`src/rtl/i2s_pkg.sv`:
```
// Shared I2S transmit parameters and types.
// Frame geometry is derived from the slot width.
package i2s_pkg;

  localparam int SAMPLE_W        = 16;
  localparam int SLOT_W          = 32;
  localparam int FRAME_HALF_BITS = 4 * SLOT_W;
  localparam int HCNT_W          = $clog2(FRAME_HALF_BITS);

  typedef enum logic {
    IDLE = 1'b0,
    RUN  = 1'b1
  } i2s_state_t;

endpackage

```
`src/rtl/i2s_tx.sv`:
```
// I2S serializer: one stereo frame per sample, MSB first, one-BCLK delay.
// Define I2S_TX_STEREO_EN for a separate right channel; otherwise mono.
module i2s_tx
  import i2s_pkg::*;
#(
  parameter int SAMPLE_W = i2s_pkg::SAMPLE_W,
  parameter int SLOT_W   = i2s_pkg::SLOT_W
) (
  input  logic                       master_clk,
  input  logic                       rst,
  input  logic                       sample_clk_en,
  input  logic                       bit_clk_en,
  input  logic signed [SAMPLE_W-1:0] sample_left,
`ifdef I2S_TX_STEREO_EN
  input  logic signed [SAMPLE_W-1:0] sample_right,
`endif
  output logic                       i2s_bclk,
  output logic                       i2s_lrclk,
  output logic                       i2s_sdata,
  output logic                       underrun
);

  localparam int FHB = 4 * SLOT_W;
  localparam int HW  = $clog2(FHB);
  localparam int BW  = HW - 1;
  localparam int IW  = $clog2(SAMPLE_W);

  localparam logic [HW-1:0] HLAST  = HW'(FHB - 1);
  localparam logic [BW-1:0] SLOT_B = BW'(SLOT_W);
  localparam logic [BW-1:0] SAMP_B = BW'(SAMPLE_W);
  localparam logic [IW-1:0] SAMP_I = IW'(SAMPLE_W);

  i2s_state_t state_q, state_d;

  logic [HW-1:0] hcnt_q, hcnt_d;
  logic          fresh_q, fresh_d;
  logic          bclk_q, bclk_d;
  logic          lrclk_q, lrclk_d;
  logic          sdata_q, sdata_d;
  logic          undr_q, undr_d;

  logic signed [SAMPLE_W-1:0] hold_l_q, hold_l_d;
  logic signed [SAMPLE_W-1:0] hold_r_q, hold_r_d;
  logic signed [SAMPLE_W-1:0] frm_l_q, frm_l_d;
  logic signed [SAMPLE_W-1:0] frm_r_q, frm_r_d;

  logic signed [SAMPLE_W-1:0] in_r;
  logic signed [SAMPLE_W-1:0] chan;
  logic [BW-1:0]              b;
  logic [BW-1:0]              s;
  logic [IW-1:0]              idx;
  logic                       lr;
  logic                       sd;

`ifdef I2S_TX_STEREO_EN
  assign in_r = sample_right;
`else
  assign in_r = sample_left;
`endif

  // Slot decode: bit s of a slot carries sample bit SAMPLE_W-s.
  always_comb begin
    b    = hcnt_q[HW-1:1];
    lr   = (b >= SLOT_B);
    s    = lr ? (b - SLOT_B) : b;
    idx  = SAMP_I - s[IW-1:0];
    chan = lr ? frm_r_q : frm_l_q;
    sd   = 1'b0;
    if ((s != '0) && (s <= SAMP_B)) begin
      sd = chan[idx];
    end
  end

  always_comb begin
    state_d  = state_q;
    hcnt_d   = hcnt_q;
    fresh_d  = fresh_q;
    bclk_d   = bclk_q;
    lrclk_d  = lrclk_q;
    sdata_d  = sdata_q;
    undr_d   = 1'b0;
    hold_l_d = hold_l_q;
    hold_r_d = hold_r_q;
    frm_l_d  = frm_l_q;
    frm_r_d  = frm_r_q;
    unique case (state_q)
      IDLE: begin
        hcnt_d  = '0;
        bclk_d  = 1'b0;
        lrclk_d = 1'b0;
        sdata_d = 1'b0;
        if (sample_clk_en) begin
          state_d  = RUN;
          hold_l_d = sample_left;
          hold_r_d = in_r;
          frm_l_d  = sample_left;
          frm_r_d  = in_r;
          fresh_d  = 1'b0;
        end
      end
      RUN: begin
        if (sample_clk_en) begin
          hold_l_d = sample_left;
          hold_r_d = in_r;
          fresh_d  = 1'b1;
        end
        if (bit_clk_en) begin
          bclk_d  = hcnt_q[0];
          lrclk_d = lr;
          sdata_d = sd;
          hcnt_d  = (hcnt_q == HLAST) ? '0 : hcnt_q + 1'b1;
          if (hcnt_q == HLAST) begin
            fresh_d = 1'b0;
            // A coincident sample bypasses the holding register.
            if (sample_clk_en) begin
              frm_l_d = sample_left;
              frm_r_d = in_r;
            end else begin
              frm_l_d = hold_l_q;
              frm_r_d = hold_r_q;
              undr_d  = ~fresh_q;
            end
          end
        end
      end
      default: state_d = IDLE;
    endcase
  end

  always_ff @(posedge master_clk) begin
    if (rst) begin
      state_q  <= IDLE;
      hcnt_q   <= '0;
      fresh_q  <= 1'b0;
      bclk_q   <= 1'b0;
      lrclk_q  <= 1'b0;
      sdata_q  <= 1'b0;
      undr_q   <= 1'b0;
      hold_l_q <= '0;
      hold_r_q <= '0;
      frm_l_q  <= '0;
      frm_r_q  <= '0;
    end else begin
      state_q  <= state_d;
      hcnt_q   <= hcnt_d;
      fresh_q  <= fresh_d;
      bclk_q   <= bclk_d;
      lrclk_q  <= lrclk_d;
      sdata_q  <= sdata_d;
      undr_q   <= undr_d;
      hold_l_q <= hold_l_d;
      hold_r_q <= hold_r_d;
      frm_l_q  <= frm_l_d;
      frm_r_q  <= frm_r_d;
    end
  end

  assign i2s_bclk  = bclk_q;
  assign i2s_lrclk = lrclk_q;
  assign i2s_sdata = sdata_q;
  assign underrun  = undr_q;

endmodule

```
`config.mk`:
```
export PLATFORM = sky130hd
export DESIGN_NAME = i2s_tx
export DESIGN_NICKNAME = d
export VERILOG_FILES = /design/src/rtl/i2s_pkg.sv /design/src/rtl/i2s_tx.sv
export SDC_FILE = /design/constraint.sdc
export NUM_CORES = 1
export LEC_CHECK = 0
export CORE_MARGIN = 2
export CORE_UTILIZATION = 52
export DETAILED_ROUTE_END_ITERATION = 16
export GPL_TIMING_DRIVEN = 0
export HOLD_SLACK_MARGIN = 0.06
export PLACE_DENSITY = 0.84
export RECOVER_POWER = 50
export SETUP_SLACK_MARGIN = 0.5
export SYNTH_ARGS = -nofsm -noshare
export SYNTH_HDL_FRONTEND = slang
export SYNTH_SLANG_ARGS = --single-unit
```
`constraint.sdc`:
```
create_clock -name master_clk -period 1.7 [get_ports master_clk]
set_input_delay 0.255 -clock master_clk [delete_from_list [all_inputs] [get_ports master_clk]]
set_output_delay 0.255 -clock master_clk [all_outputs]
set_load 0.1 [all_outputs]
```
After elaboration in Yosys (flattened, before gate mapping)
Cells that the tools add are included.
- order comparisons: 3
- bitwise operators: 4
- reductions and logical operators: 4
- mux-type cells: 30
- $add $sub $neg: 3
- equal/unequal tests: 4
- operator list (operator ; number):
    two-way mux 16 bit ; 8
    case mux 16 bit (2 select lines) ; 2
    two-way mux 7 bit ; 2
    case mux 7 bit (2 select lines) ; 1
    two-way mux 1 bit ; 11
    case mux 1 bit (2 select lines) ; 4
    adder 7 x 1 -> 7 bit, second input constant ; 1
    equality test 7 bit, second input constant ; 1
    >= comparator 6 bit, second input constant ; 1
    less-or-equal comparator 6 x 5 -> 1 bit, second input constant ; 1
    two-way mux 6 bit ; 1
    nonzero test 6 bit ; 1
    subtractor 6 bit, second input constant ; 1
    < comparator 4 x 5 -> 1 bit, second input constant ; 1
    OR reduction 5 bit ; 1
    binary-select mux 1 bit (select 4 bit) ; 1
    != test 2 bit, second input constant ; 2
    NOT 1 bit ; 4
    subtractor 1 x 4 -> 4 bit, first input constant ; 1
    AND reduction 3 bit ; 1
    != test 2 x 1 -> 1 bit, second input constant ; 1
    logical AND 1 bit ; 1
- register bits: 77
- word-level logic and storage cells: 59
- input bits: 20

Logic depth before layout (Yosys ltp)
Gate-level depths: netlist (run 1).
- depth after elaboration: 8
- mapped depth: 6
- gate-level depth less buffers: 6

Worst setup path after synthesis (run 1)
No wires, ideal clock.
- path type: register to register
- from: register hcnt_q[1]
- to: register frm_l_q[0]
- slack: -0.117 ns
- library setup time: 0.138 ns
- clock period less this slack: 1.817 ns
- cell stages (with the launch flop): 6
- data arrival time: 1.679 ns
- cell sequence: dfxtp_1 -> ha_1 -> nand4_4 -> o31ai_4 -> clkbuf_1 -> a211oi_1
- word-level cells in the longest chain between the ends: 3
- ends and longest elaborated chain (what ; line ; source):
    start: declaration ; i2s_tx.sv:35 ; logic [HW-1:0] hcnt_q, hcnt_d;
    start signal: assignment ; i2s_tx.sv:145 ; hcnt_q <= hcnt_d;
    equality test 7 bit ; i2s_tx.sv:112 ; if (hcnt_q == HLAST) begin
    != test 2 x 1 -> 1 bit (no source line) ; -- ;
    AND reduction 3 bit (no source line) ; -- ;
    end signal: assignment ; i2s_tx.sv:153 ; frm_l_q <= frm_l_d;
    end: declaration ; i2s_tx.sv:44 ; logic signed [SAMPLE_W-1:0] frm_l_q, frm_l_d;
No other way between the ends.
A chain may end at the register's enable or synchronous reset.

Worst setup path after layout (run 1)
- from: register hcnt_q[6]
- to: register sdata_q (netlist: i2s_sdata)
- word-level cells in the longest chain between the ends: 8
- ends and longest elaborated chain (what ; line ; source):
    >= comparator 6 bit ; i2s_tx.sv:64 ; lr = (b >= SLOT_B);
    two-way mux 6 bit ; i2s_tx.sv:65 ; s = lr ? (b - SLOT_B) : b;
    subtractor 1 x 4 -> 4 bit ; i2s_tx.sv:66 ; idx = SAMP_I - s[IW-1:0];
    binary-select mux 1 bit (select 4 bit) ; i2s_tx.sv:70 ; sd = chan[idx];
    two-way mux 1 bit (not written as such) ; i2s_tx.sv:70 ;
    two-way mux 1 bit * ; i2s_tx.sv:69 ; if ((s != '0) && (s <= SAMP_B)) begin
    two-way mux 1 bit * ; i2s_tx.sv:107 ; if (bit_clk_en) begin
    case mux 1 bit (2 select lines) * ; i2s_tx.sv:86 ; unique case (state_q)
    end signal: assignment ; i2s_tx.sv:149 ; sdata_q <= sdata_d;
    end: declaration ; i2s_tx.sv:39 ; logic sdata_q, sdata_d;
Every way passes the cells marked *; elsewhere a longest branch is shown, timed or not. The select of a mux whose other input is x is not followed.

==> run summary, run 1 <==
CTS tree: built
row count: 29
Slew Limit Fails: 0
Synth Flop Type: dfxtp_1
final RePlAce weighted congestion: 0.8216
RSZ-0062 raised after global routing: true
Initial DRC Count: 369
FF-to-FF Start: hcnt_q[6]$_SDFFE_PP0P_
Vias: 3,161
#FFs+latches synth: 77
Seq/Total Area, Yosys: 44.59%
die footprint: 7316 um2
WHS Endpoint: hold_l_q[10]$_SDFF_PP0_
Final Non-Filler Cells: 510
Die Y-Extent: 85.54 um
f_max: 0.5735 GHz
Worst IR Drop VDD: 0.6743 mV
drt drc: 0
largest net degree at the start of global routing: 13
clk sinks: 77
Setup crit start kind: flop
Reg area: 1560 um2
total grt overflow: 0
Syn Area/Cell: 9.420 um2
internal reg-to-reg setup slack: -40 ps
post-synth cell types: 42
GRT Total Usage: 29.50%
Post-synth EDFFs: 0
worst skew pair latency: 360 ps
CTS Hold Bufs: 0
die width: 85.54 um
Syn Std Cell Area: 3457 um2
Tightest Hold Check Type: reg -> reg
Core ar.: 6386 um2
clk_skew: 5.564 ps
Max-Cap Viols: 0
fin util: 73.94%
outcome: finished, violations left
Synth area leader: dfxtp_1
hold_sp: hold_l_q[10]$_SDFF_PP0_
HPWL Detailed: 5.570 mm
Initial Util: 54.13%
Multi-input gate area: 2029 um2
IO Pins: 24
Crit Path Max Fanout: 5
Reg-to-Reg End: i2s_sdata$_SDFFE_PP0P_
final setup fails: 19
IO Port Bufs: 22
Hold Fails Final Rpt: 0
Syn Nets: 390
Area Growth Syn to Fin: 36.59%
Avg WL per Cell: 20.76 um
fill count: 399
placed cell count: 466
H-tree depth: 3
Worst Tran Pin Value: 716.7 ps
post-route ant nets: 0
commonest non-fill, non-tap cell in the layout: dfxtp_1
post-layout min period: 1744 ps
initial antenna violation count: 0
PD cells: 908.8 nW/um2
DR vias/cell: 6.198
Clock Path Buffers: 2
synthesis warning total: 0
Final period util: 102.6%
clock slew seen by the registers of the worst setup and hold paths: 80 ps
CTS buffer count: 9
R2R depth: 5
CTS root buffer: clkbuf_8
Yosys top cell area share: 44.59%
Hold Path Cell Cnt: 2
Routed WL: 10.59 mm
number of global-route vias before repair: 3,090
CP Class: reg -> reg
post-route setup slack: -43.64 ps
share of layout cells above drive strength 1: 29.56%
first-pass GRT wire length: 16.31 mm
Required @ worst endpoint: 2020 ps
Post-synth ARST share: 0%
Worst Setup End Kind: flop
Post-layout nets: 451
synth top area cells: dfxtp_1 (45%), mux2i_1 (8.4%), a21oi_1 (8.3%), nand2b_1 (6.3%), a211oi_1 (4.8%)
Leak: 1.729 nW
commonest cells after routing, fill and taps aside: dfxtp_1 (70), a21oi_1 (56), nand2b_1 (35), mux2i_1 (28), nand2_1 (18)
Max-slew headroom: 52.22%
crit path DAT: 2060 ps
diodes inserted: 0
CP startpoint: hcnt_q[6]$_SDFFE_PP0P_
DRT Pass-1 Iters: 5
failing checks: setup timing
Cells after Synth: 367
what timing repair did:
item,4_1_cts,5_1_grt
setup endpoints to repair,80,52
resized for setup,116,22
gates cloned,6,0
buffers inserted,14,8
pin swaps,31,5
worst max-delay path, cell delays in order, from the launching register on:
cell and delay [ps]:
dfxtp_4 370, buf_8 150, mux2i_2 170, mux4_2 460, a222oi_1 360, a31o_1 180
logic make-up (layout without fill, tap and decap cells):
| logic type | Yosys count | after routing | share of synthesized area, % |
|---|---|---|---|
| compound gates | 99 | 100 | 18.75 |
| mux | 34 | 34 | 11.65 |
| buf+inv | 40 | 105 | 5.320 |
| flops | 77 | 77 | 44.59 |
| xor+xnor | 6 | 6 | 1.520 |
| fa+ha+maj | 3 | 3 | 1.086 |
| simple gates | 108 | 108 | 17.08 |
metrics by stage:
step	setup TNS, ps	instance area (um2)	power, W	setup slack (ps)	hold WS [ps]
2_1_floorplan	0	3507	0.002280	139.2	413.6
3_3_place_gp	-18410	3824	0.002411	-387.5	459.8
3_5_place_dp	-20980	3824	0.002432	-453.5	460.7
4_1_cts	0	4628	0.004219	23.53	473.4
5_1_grt	-625.0	4722	0.004398	-90.97	495.1
6_report	-246.7	4722	0.004291	-43.64	475.0
final cells by class:
cell class	count	share of cell area [%]
multi-input combinational	251	42.98
sequential	77	33.04
timing repair buffer	49	10.94
buffer	27	4.875
clock buffer	12	3.074
tap	77	2.040
clock inverter	4	2.014
inverter	13	1.033
flip-flops by register name, indices dropped and copies added, names as in the netlist:
signal,cells
hold_l_q,16
hcnt_q,7
fresh_q,1
state_q,1
i2s_bclk,1
frm_l_q,16
i2s_sdata,1
underrun,1
frm_r_q,16
hold_r_q,16
i2s_lrclk,1
where the power goes:
part           switching [W]  internal [W]
clock               0.000685       0.00101
combinational       0.000319      0.000292
sequential         0.0000759       0.00190
Yosys cell counts, drive strengths merged (2+ instances only):
master / count
o221a: 10
mux4: 4
a21oi: 57
nor2b: 7
clkbuf: 15
o31ai: 2
ha: 3
nor3: 2
dfxtp: 77
buf: 12
inv: 13
and3: 2
nand3: 3
nand2: 18
nor2: 32
nor3b: 3
o21ai: 3
mux2i: 29
xor2: 4
nand4: 2
a211oi: 22
xnor2: 2
nand2b: 35
worst max-delay path by stage:
stage / end / slack [ps] / depth (start not counted)
global route: i2s_sdata$_SDFFE_PP0P_ / -90 / 5
global placement: frm_r_q[3]$_SDFFE_PP0P_ / -390 / 5
CTS: i2s_sdata$_SDFFE_PP0P_ / 20 / 4
finish: i2s_sdata$_SDFFE_PP0P_ / -40 / 5
floorplan: frm_r_q[10]$_SDFFE_PP0P_ / 140 / 6
detailed placement: frm_l_q[14]$_SDFFE_PP0P_ / -450 / 5
metal layers:
metal	vias to the layer above	GRT usage, %	wire length, um	share of wire, %
li1	1430	-	-	-
met1	1522	35.23	4105	39
met2	167	48.44	5220	49
met3	42	7.988	830	7.8
met4	0	15.87	430	4.1
met5	-	0	0	0
(Power assumes the default switching activity.)
==> run 2, diff against run 1 <==
--- a/config.mk
+++ b/config.mk
@@ -5,10 +5,8 @@
 export SDC_FILE = /design/constraint.sdc
 export NUM_CORES = 1
 export LEC_CHECK = 0
-export CORE_MARGIN = 2
 export CORE_UTILIZATION = 52
 export DETAILED_ROUTE_END_ITERATION = 16
-export GPL_TIMING_DRIVEN = 0
 export HOLD_SLACK_MARGIN = 0.06
 export PLACE_DENSITY = 0.84
 export RECOVER_POWER = 50
==> run summary, run 2 (synthesis gave the netlist of run 1 again) <==
Required @ worst endpoint: 2010 ps
RSZ-0062 raised after global routing: true
CTS root buffer: clkbuf_8
clock slew seen by the registers of the worst setup and hold paths: 80 ps
IO Pins: 24
Switching Fraction: 26.79%
GRT Total Usage: 28.20%
Post-layout nets: 444
clk sinks: 77
Worst IR Drop VDD: 0.7037 mV
Gate power share: 15.2%
Leak: 1.762 nW
fill count: 360
row count: 29
largest net degree at the start of global routing: 67
Avg WL per Cell: 19.72 um
diodes inserted: 0
Max-Cap Viols: 0
Power Internal: 0.003022 W
Worst Setup End Kind: flop
Multi-input gate area: 2024 um2
worst path buffer plus inverter count: 1
Area Growth Syn to Fin: 39.34%
Routed WL: 9.919 mm
Min Hold Slack: 412.8 ps
final RePlAce weighted congestion: 0.8408
CTS Hold Bufs: 0
Max-slew headroom: 49.88%
critical-path cell list: buf_6 > mux2i_1 > mux4_2 > a222oi_1 > a31o_1
Slew Limit Fails: 0
Reg area: 1553 um2
H-tree depth: 3
number of global-route vias before repair: 3,054
IO Port Bufs: 23
PD cells: 857.0 nW/um2
placed cell area: 3955 um2
die footprint: 6978 um2
worst skew pair latency: 370 ps
Seq pwr share: 48.0%
final setup fails: 24
post-layout min period: 1816 ps
Initial DRC Count: 210
initial antenna violation count: 0
outcome: finished, violations left
clock power share: 36.7%
commonest cells after routing, fill and taps aside: dfxtp_1 (70), a21oi_1 (47), nand2b_1 (35), mux2i_1 (29), nor2_1 (27)
Vias: 3,094
crit path DAT: 2130 ps
total grt overflow: 0
Tightest Hold Check Type: in -> reg
HPWL Detailed: 4.602 mm
CP startpoint: hcnt_q[6]$_SDFFE_PP0P_
failing checks: setup timing
f_max: 0.5507 GHz
die width: 83.54 um
CP Class: reg -> reg
Crit path max-delay family: compound AO/OA/AOI/OAI gates
CP max-delay cell: mux4_2
CTS tree: built
Die Y-Extent: 83.54 um
share of layout cells above drive strength 1: 31.69%
Hold Fails Final Rpt: 0
Core ar.: 6386 um2
met3 usage: 6.133%
Worst path max stage delay: 470 ps
Crit Path Max Fanout: 5
GRT Max-Usage Layer: met2
Finished Cell Area: 4817 um2
first-pass GRT wire length: 15.33 mm
Setup crit start kind: flop
Initial Util: 54.13%
commonest non-fill, non-tap cell in the layout: dfxtp_1
DR vias/cell: 6.151
Worst Tran Pin Value: 751.9 ps
Final period util: 106.8%
post-route ant nets: 0
setup TNS: -919.2 ps
post-route setup slack: -115.9 ps
CTS buffer count: 9
DRT Pass-1 Iters: 6
met2 Usage GRT: 45.08%
drt drc: 0
M1 GR Usage: 34.98%
P_sw: 0.001106 W
clk_skew: 11.18 ps
FF-to-FF Start: hcnt_q[6]$_SDFFE_PP0P_
hold_sp: rst
Clock Path Buffers: 2
## run 2: what timing repair did
| item | CTS | global route |
|---|---|---|
| pin swaps | 31 | 5 |
| endpoints found under the setup margin | 40 | 42 |
| resized for setup | 65 | 20 |
| setup buffers | 13 | 4 |
| gates cloned | 7 | 0 |
## run 2: per-layer routing
metal  share of wire [%]  up-vias  wire length (um)
li1                    -     1406                 -
met1                  40     1511              4016
met2                  49      138              4847
met3                 6.7       39               662
met4                 4.0        0               393
met5                   0        -                 0
## run 2: area by class of cell
| cell class | instances | area share, % |
|---|---|---|
| Clock buffer | 11 | 3.377 |
| Clock inverter | 5 | 1.169 |
| Inverter | 13 | 1.013 |
| Multi-Input combinational cell | 250 | 42.03 |
| Sequential cell | 77 | 32.23 |
| Tap cell | 77 | 2.000 |
| Timing Repair Buffer | 70 | 18.18 |
## run 2: power by group through the flow
| stage | Combinational [W] | Clock, W | Sequential [W] |
|---|---|---|---|
| after floorplan | 0.000288 | 0 | 0.00199 |
| after global placement | 0.000400 | 0 | 0.00200 |
| after detailed placement | 0.000416 | 0 | 0.00201 |
| after CTS | 0.000582 | 0.00150 | 0.00197 |
| after global routing | 0.000660 | 0.00160 | 0.00199 |
| final | 0.000629 | 0.00152 | 0.00198 |
## run 2: worst paths after layout
path,to,slack (ps),cells after the start
setup reg to reg,i2s_sdata$_SDFFE_PP0P_,-120,5
setup / recovery,i2s_sdata$_SDFFE_PP0P_,-120,5
hold / removal,hold_l_q[7]$_SDFF_PP0_,410,3
hold reg to reg,hold_l_q[9]$_SDFF_PP0_,480,2
## run 2: worst reg2reg max path: stages (launching register included)
cell and delay [ps]:
dfxtp_2 350, buf_6 140, mux2i_1 150, mux4_2 470
a222oi_1 460, a31o_1 200
## run 2: metrics by stage
step,total power (W),worst slack (ps),std cells,utilization (%)
final,0.004128,-115.9,503,75.43
after floorplan,0.002280,139.2,367,-
after global placement,0.002403,-122.7,463,61.93
after global routing,0.004256,-131.6,503,75.43
after CTS,0.004049,-70.88,499,73.63
after detailed placement,0.002425,-191.0,463,61.93
==> run 3, diff against run 2 <==
--- a/config.mk
+++ b/config.mk
@@ -6,6 +6,7 @@
 export NUM_CORES = 1
 export LEC_CHECK = 0
 export CORE_UTILIZATION = 52
+export CTS_CLUSTER_SIZE = 12
 export DETAILED_ROUTE_END_ITERATION = 16
 export HOLD_SLACK_MARGIN = 0.06
 export PLACE_DENSITY = 0.84
==> results of run 3 <==
No change in the layout: final DEF, timing and power equal those of run 2.
